$ cat src/rtl/reset_seq_pkg.sv
// Shared types and default parameters for the reset sequencer slice.
package reset_seq_pkg;

  typedef enum logic [1:0] {
    CFG_RST  = 2'd0,
    CORE_RST = 2'd1,
    RUN      = 2'd2
  } seq_state_t;

  localparam int TS_WIDTH_DEF   = 32;
  localparam int CFG_DELAY_DEF  = 4;
  localparam int CORE_DELAY_DEF = 8;

endpackage

$ cat src/rtl/timestamp_counter.sv
// Free-running timestamp with a one-cycle wrap pulse; clear has priority over enable.
module timestamp_counter #(
  parameter int TS_WIDTH = 32
) (
  input  logic                clk,
  input  logic                reset_n,
  input  logic                clear,
  input  logic                enable,
  output logic [TS_WIDTH-1:0] timestamp,
  output logic                rollover
);

  localparam logic [TS_WIDTH-1:0] TS_ONE = TS_WIDTH'(1);

  always_ff @(posedge clk or negedge reset_n) begin
    if (!reset_n) begin
      timestamp <= '0;
      rollover  <= 1'b0;
    end else if (clear) begin
      timestamp <= '0;
      rollover  <= 1'b0;
    end else if (enable) begin
      timestamp <= timestamp + TS_ONE;
      rollover  <= &timestamp;
    end else begin
      rollover  <= 1'b0;
    end
  end

endmodule

$ cat src/rtl/reset_sequencer.sv
// Staged release of config and core resets, followed by a timestamp that
// restarts from zero on every entry into RUN.
import reset_seq_pkg::*;

module reset_sequencer #(
  parameter int TS_WIDTH   = TS_WIDTH_DEF,
  parameter int CFG_DELAY  = CFG_DELAY_DEF,
  parameter int CORE_DELAY = CORE_DELAY_DEF
) (
  input  logic                clk,
  input  logic                reset_n,
  input  logic                reset_n_sync,
  input  logic                reset_n_config_sync,
  output logic                reset_n_config_out,
  output logic                reset_n_core,
  output logic                sync_pulse,
  output logic [TS_WIDTH-1:0] timestamp,
  output logic                ts_rollover,
  output logic [1:0]          seq_state,
  output logic                reset_busy
);

  localparam logic [7:0] CFG_LAST  = 8'(CFG_DELAY - 1);
  localparam logic [7:0] CORE_LAST = 8'(CORE_DELAY - 1);

  logic       r_sync;
  logic       r_cfg;
  seq_state_t state_reg;
  seq_state_t state_next;
  logic [7:0] hold_cnt_reg;
  logic [7:0] hold_cnt_next;
  logic       run_stay;

  // Counter falls back to zero on any transition or when the stay condition drops.
  always_comb begin
    state_next    = state_reg;
    hold_cnt_next = '0;
    case (state_reg)
      CFG_RST: begin
        if (r_cfg && r_sync) begin
          if (hold_cnt_reg == CFG_LAST) state_next = CORE_RST;
          else hold_cnt_next = hold_cnt_reg + 8'd1;
        end
      end
      CORE_RST: begin
        if (!r_cfg) begin
          state_next = CFG_RST;
        end else if (r_sync) begin
          if (hold_cnt_reg == CORE_LAST) state_next = RUN;
          else hold_cnt_next = hold_cnt_reg + 8'd1;
        end
      end
      RUN: begin
        if (!r_cfg) state_next = CFG_RST;
        else if (!r_sync) state_next = CORE_RST;
      end
      default: state_next = CFG_RST;
    endcase
  end

  always_ff @(posedge clk or negedge reset_n) begin
    if (!reset_n) begin
      r_sync             <= 1'b0;
      r_cfg              <= 1'b0;
      state_reg          <= CFG_RST;
      hold_cnt_reg       <= '0;
      reset_n_config_out <= 1'b0;
      reset_n_core       <= 1'b0;
      reset_busy         <= 1'b1;
      sync_pulse         <= 1'b0;
    end else begin
      r_sync             <= reset_n_sync;
      r_cfg              <= reset_n_config_sync;
      state_reg          <= state_next;
      hold_cnt_reg       <= hold_cnt_next;
      reset_n_config_out <= (state_next != CFG_RST);
      reset_n_core       <= (state_next == RUN);
      reset_busy         <= (state_next != RUN);
      sync_pulse         <= (state_next == RUN) && (state_reg != RUN);
    end
  end

  assign seq_state = state_reg;

  // Counting only happens on edges that stay in RUN, so the entry edge loads zero.
  assign run_stay = (state_reg == RUN) && (state_next == RUN);

  timestamp_counter #(
    .TS_WIDTH(TS_WIDTH)
  ) u_timestamp_counter (
    .clk      (clk),
    .reset_n  (reset_n),
    .clear    (!run_stay),
    .enable   (run_stay),
    .timestamp(timestamp),
    .rollover (ts_rollover)
  );

endmodule
$ cat config.mk
export PLATFORM = sky130hd
export DESIGN_NAME = reset_sequencer
export DESIGN_NICKNAME = d
export VERILOG_FILES = /design/src/rtl/reset_seq_pkg.sv /design/src/rtl/timestamp_counter.sv /design/src/rtl/reset_sequencer.sv
export SDC_FILE = /design/constraint.sdc
export NUM_CORES = 1
export LEC_CHECK = 0
export BUFFER_PORTS_ARGS = -buffer_cell sky130_fd_sc_hd__clkbuf_2
export CAP_MARGIN = 20
export CORE_MARGIN = 5
export CORE_UTILIZATION = 25
export CTS_CLUSTER_DIAMETER = 100
export DETAILED_ROUTE_END_ITERATION = 6
export MAX_ROUTING_LAYER = met4
export PLACE_DENSITY = 0.39
export SLEW_MARGIN = 20
export SYNTH_ARGS = -nofsm -noshare
export SYNTH_HDL_FRONTEND = slang
export SYNTH_HIERARCHICAL = 1
export SYNTH_SLANG_ARGS = --single-unit
$ cat constraint.sdc
create_clock -name clk -period 3.2 [get_ports clk]
set_input_delay 0.32 -clock clk [delete_from_list [all_inputs] [get_ports clk]]
set_output_delay 0.32 -clock clk [all_outputs]
set_load 0.005 [all_outputs]
; Yosys cells after proc, flatten, opt, wreduce, memory -nomap -nowiden
; Cells that the tools add are included.
[op_classes]
addsub = 2
n_eq_ne = 7
muxes = 16
reduce_logical = 6
[ops]
columns = cell, n
row1 = 8-bit 2-to-1 mux, 5
row2 = "32-bit by 1-bit adder with 32-bit output, second input constant", 1
row3 = 32-bit 2-to-1 mux, 1
row4 = 32-bit AND reduction, 1
row5 = 8-bit one-hot mux with 2 select lines, 1
row6 = 2-bit 2-to-1 mux, 7
row7 = "8-bit by 1-bit adder with 8-bit output, second input constant", 1
row8 = "8-bit by 2-bit == test with 1-bit output, second input constant", 1
row9 = "8-bit by 3-bit == test with 1-bit output, second input constant", 1
row10 = 2-bit one-hot mux with 3 select lines, 1
row11 = "2-bit == test, second input constant", 2
row12 = "2-bit != test, second input constant", 2
row13 = 1-bit logical AND, 3
row14 = "2-bit by 1-bit == test with 1-bit output, second input constant", 1
row15 = 2-bit logical NOT, 1
row16 = 2-bit nonzero test, 1
row17 = 1-bit 2-to-1 mux, 1
[word_totals]
regBits = 49
in_bits = 4
out_inout_bits = 39
word_cells = 41

; Depth between registers and ports, before layout
[logic_depth]
word_depth = 8
ltp_mapped = 9

; Cells and area by module
; The synthesis kept the hierarchy.
[by_module_without_submodules]
columns = mod, instances, cells_each, area_each_um2
row1 = timestamp_counter, 1, 185, 1814.2
row2 = reset_sequencer, 1, 69, 748.2

; Worst setup path after synthesis
; No wires, ideal clock.
[synth_timing]
path_type = register to register
from = register state_reg[0] (netlist: seq_state[0])
to = register u_timestamp_counter.timestamp[28]
setup_ps = 128
arrival_time_ps = 2247
t_required_ps = 3072
slack_ps = 825
stages_incl_launch_ff = 10
n_path_buf = 2
period_less_slack_ps = 2375
cell_sequence = dfrtp_1 nor2b_1 nand3_1 inv_1 buf_4 o21ai_2 or3_4 buf_6 nor4_1 mux2_1
[synth_via]
elab_chain_cells = 7
[synth_lines]
columns = element, line
row1 = "start, declared", reset_sequencer.sv:28  ; seq_state_t state_reg;
row2 = "start signal, assigned", reset_sequencer.sv:74  ; state_reg <= state_next;
row3 = 2-bit 2-to-1 mux, reset_sequencer.sv:49  ; if (hold_cnt_reg == CORE_LAST) state_next = RUN;
row4 = 2-bit 2-to-1 mux, reset_sequencer.sv:48  ; end else if (r_sync) begin
row5 = 2-bit 2-to-1 mux, reset_sequencer.sv:46  ; if (!r_cfg) begin
row6 = 2-bit one-hot mux with 3 select lines, reset_sequencer.sv:38  ; case (state_reg)
row7 = 2-bit == test, reset_sequencer.sv:86  ; assign run_stay = (state_reg == RUN) && (state_next == RUN);
row8 = 1-bit logical AND (*), reset_sequencer.sv:86
row9 = named net run_stay, reset_sequencer.sv:32  ; logic run_stay;
row10 = 32-bit 2-to-1 mux (*), timestamp_counter.sv:19  ; end else if (clear) begin
row11 = "end signal, assigned", timestamp_counter.sv:23  ; timestamp <= timestamp + TS_ONE;
row12 = "end, declared", timestamp_counter.sv:9  ; output logic [TS_WIDTH-1:0] timestamp,
; The timed path passes the listed nets; every way through them passes the cells marked *.

; Final worst setup path
[layout_timing]
from = register state_reg[0] (netlist: seq_state[0])
to = register u_timestamp_counter.timestamp[27]
[layout_via]
elab_chain_cells = 7
[layout_lines]
columns = element, line
row1 = 2-bit 2-to-1 mux, reset_sequencer.sv:49
row2 = 2-bit 2-to-1 mux, reset_sequencer.sv:48
row3 = 2-bit 2-to-1 mux, reset_sequencer.sv:46
row4 = 2-bit one-hot mux with 3 select lines, reset_sequencer.sv:38
row5 = 2-bit == test, reset_sequencer.sv:86
row6 = 1-bit logical AND (*), reset_sequencer.sv:86
row7 = 32-bit 2-to-1 mux (*), timestamp_counter.sv:19
; Mark *: on every way between the ends. The rest lies on a longest branch, timed or not.

==> reports/qor.txt <==
================================================================================
Dominant cell type by area after synthesis ........................      dfrtp_1
Netlist area before placement .....................................   2562 sq um
Multiplexer share of the synthesized area .........................      0.02979
Startpoint Class ..................................................    flip-flop
Number of H-tree branching levels .................................            2
Antenna Diode Count ...............................................            0
Die height ........................................................ 111.2 microns
Power per Cell Area ............................................... 344.5 nW/um^2
Async set or reset register ratio after synthesis .................        1.000
Delay of the slowest cell on the worst path .......................      0.47 ns
CTS tree ..........................................................        built
Sequential area share after synthesis .............................       0.4790
Transition time of the tightest slew-check pin ....................    0.5971 ns
Post-synth EDFFs ..................................................            0
Number of failing setup endpoints in the final timing report ......            0
Library cell used as clock root buffer ............................     clkbuf_8
Post-Synth Simple-Gate Area .......................................       0.2720
Worst supply voltage drop on vdd ..................................     148.9 uV
Outcome ...........................................................    completed
Sequential standard cell area .....................................   1227 sq um
Mean post-synth cell area .........................................  10.09 sq um
Sw Ratio ..........................................................       0.2154
Post-Place Cells ..................................................          422
Static leakage power ..............................................     1.203 nW
Post-synth cell types .............................................           46
Largest net degree at the start of global routing .................           41
Max Cap Viol ......................................................            0
Total die area ....................................................  12370 sq um
Aggregate negative setup slack ....................................         0 ns
RSZ-0062 raised after global routing ..............................        false
Worst path setup slack after routing ..............................    0.5683 ns
Worst setup slack after placement .................................    0.5847 ns
Post-detailed-route wirelength per cell ........................... 14.47 microns
Fillcell total ....................................................         1074
Switching power ...................................................    0.2206 mW
RD Place Congestion ...............................................       0.7255
Number of register bits inferred by synthesis .....................           49
Wire length of the first global-routing pass ...................... 10480 microns
Clock transition at the registers of the reported paths ...........      0.10 ns
Min Clock Period, post-route ......................................     2.632 ns
Fraction of synthesized cell area in xor and xnor cells ...........      0.04785
Cells traversed along the worst timing path ....................... nor2b_1 > nand3_1 > buf_4 > o2111ai_4 > or2_1 > nor4_1 > mux2_1
Number of standard cells in the final layout excluding fillers ....          430
Tightest Hold Check Type ..........................................  in -> async
Area contributors post-synth ...................................... dfrtp_1, a21oi_1, nor2_1, xnor2_1, o31ai_1
Number of synthesis warnings ......................................            6
Total number of clock tree sinks ..................................           49
Total internal power ..............................................    0.8036 mW
Logic pwr share ...................................................        0.022
Remaining DRCs ....................................................            0
Reg power frac ....................................................        0.609
Maximum frequency from static timing analysis .....................    380.0 MHz
Max transition margin .............................................       0.6019
Part of the total power dissipated in the clock network ...........        0.369
Total gr overflow .................................................            0
Total track usage .................................................       0.1046
Via count .........................................................         2047
Total CTS buffers .................................................            5
Initial core utilization ..........................................       0.2527
CP max-delay cell .................................................      dfrtp_1
Fin area ..........................................................   2973 sq um
Net count after synthesis .........................................          260
Synth Area in Adders ..............................................     0.009766
Final max-slew violation count ....................................            0
Kind of end point of the critical path ............................    flip-flop
Crit Path Max Fanout ..............................................           40
Cts hold-fix bufs .................................................            0
HPWL after detailed placement ..................................... 4371 microns
Number of endpoints with negative hold slack in the final report ..            0
Top-level I/O count ...............................................           43
Iter 0 DRT Violations .............................................          113
Max Root-Sink Buffers .............................................            2
Post-CTS Resized ..................................................            0
Share of the synthesized area in compound gates (AO/OA/AOI/OAI) ...       0.1206
CP Data Required Time .............................................      3.39 ns
Area post-placement ...............................................   2883 sq um
Primary flip-flop cell chosen by synthesis mapping ................      dfrtp_1
Dominant combinational cell family by area after synthesis ........ simple AND/OR/NAND/NOR gates
Post-route clock period utilization ...............................       0.8224
Num rows ..........................................................           37
Floorplan core area ...............................................  10140 sq um
Count of TritonRoute iterations in the first routing pass .........            4
Width of the chip ................................................. 111.2 microns
Via density per instance ..........................................        4.760
Worst-Skew Late Latency ...........................................      0.30 ns
Largest register FFs ..............................................           32
Total area of multi-input combinational cells .....................   1230 sq um
WL final .......................................................... 6220 microns
Number of global-route vias before repair .........................         2025
Buffers inserted by post-CTS timing repair ........................            0
Final #Nets .......................................................          299
Final antenna-violating net count .................................            0
Initial antenna violation count ...................................            0
Kind of critical path .............................................   reg -> reg
Area growth from synthesis to final layout ........................       16.02%
Commonest non-fill, non-tap cell in the layout ....................      dfrtp_1
Share of cells above drive strength 1 .............................       0.2075
Fraction of post-synthesis cell area in the top cell type by area .       0.4688
Buffers on Ports ..................................................           42
Most used cells in the layout excluding fill and tap cells ........ dfrtp_1, clkbuf_2, nor2_1, a21oi_1, nand2_1
Gate count of the mapped netlist ..................................          254
Data arrival time of the critical path ............................      2.83 ns
Worst clock skew ..................................................   0.01308 ns
================================================================================
-- power groups by stage --
stage	clock network (mW)	registers [mW]	logic [mW]
floorplan	0	0.636	0.00569
global placement	0	0.636	0.0243
detailed placement	0	0.636	0.0244
CTS	0.406	0.624	0.0245
global route	0.427	0.625	0.0275
finish	0.378	0.624	0.0222
-- cells in the mapped netlist (7+ instances only) --
library cell  number
a21oi_1           18
dfrtp_1           48
inv_1              8
nand2_1           16
nand3_1           11
nor2_1            24
nor2b_1            9
nor4_1            10
o31ai_1           11
or3_1              7
or4_1             10
xnor2_1           10
-- critical path: cells and delay by family, from the launching register on --
family          cells  cell delay [ns]
flops               1             0.47
simple gates        4             1.04
mux                 1             0.35
buf+inv             1             0.40
compound gates      1             0.25
-- area by class of cell --
class / count / share of cell area
Sequential cell: 49 / 0.4129
Multi-Input combinational cell: 185 / 0.4137
Timing Repair Buffer: 44 / 0.07576
Clock buffer: 8 / 0.03030
Tap cell: 136 / 0.05724
Inverter: 8 / 0.01010
-- kinds of logic after synthesis --
family	Yosys count
multiplexers	7
AND/OR/NAND/NOR	117
buffers and inverters	20
adder cells (fa/ha/maj)	2
XOR/XNOR	14
AO/OA/AOI/OAI	45
flip-flops	49
-- stage by stage --
| step | hold WS, ns | total power [mW] | utilization |
|---|---|---|---|
| final | 0.01298 | 1.024 | 0.2932 |
| after global routing | 0.05612 | 1.079 | 0.2932 |
| after CTS | 0.04218 | 1.055 | 0.2932 |
| after detailed placement | 0.3775 | 0.6609 | 0.2843 |
| after global placement | 0.3685 | 0.6608 | 0.2843 |
| after floorplan | 0.02441 | 0.6417 | - |
-- per-layer routing --
| layer | vias up | track usage | share of wire | routed length [microns] |
|---|---|---|---|---|
| met3 | 2 | 0.01747 | 0.033 | 208 |
| met1 | 996 | 0.1472 | 0.50 | 3117 |
| met5 | - | - | 0 | 0 |
| li1 | 1008 | - | - | - |
| met4 | 0 | 0.02920 | 0.0074 | 46 |
| met2 | 41 | 0.1556 | 0.46 | 2847 |
-- path summary, 6_finish.rpt --
kind | to | from | slack (ns) | depth (start not counted)
worst max-delay path | u_timestamp_counter/timestamp[27] | seq_state[0] | 0.57 | 7
worst min-delay path | u_timestamp_counter/timestamp[31] | reset_n | 0.01 | 1
worst max register to register | u_timestamp_counter/timestamp[27] | seq_state[0] | 0.57 | 7
worst min register to register | hold_cnt_reg[0] | hold_cnt_reg[0] | 0.46 | 1
max in group asynchronous | u_timestamp_counter/timestamp[15] | reset_n | 2.38 | 2
min in group clk | r_sync | reset_n_sync | 0.13 | 1
(Power assumes the default switching activity.)
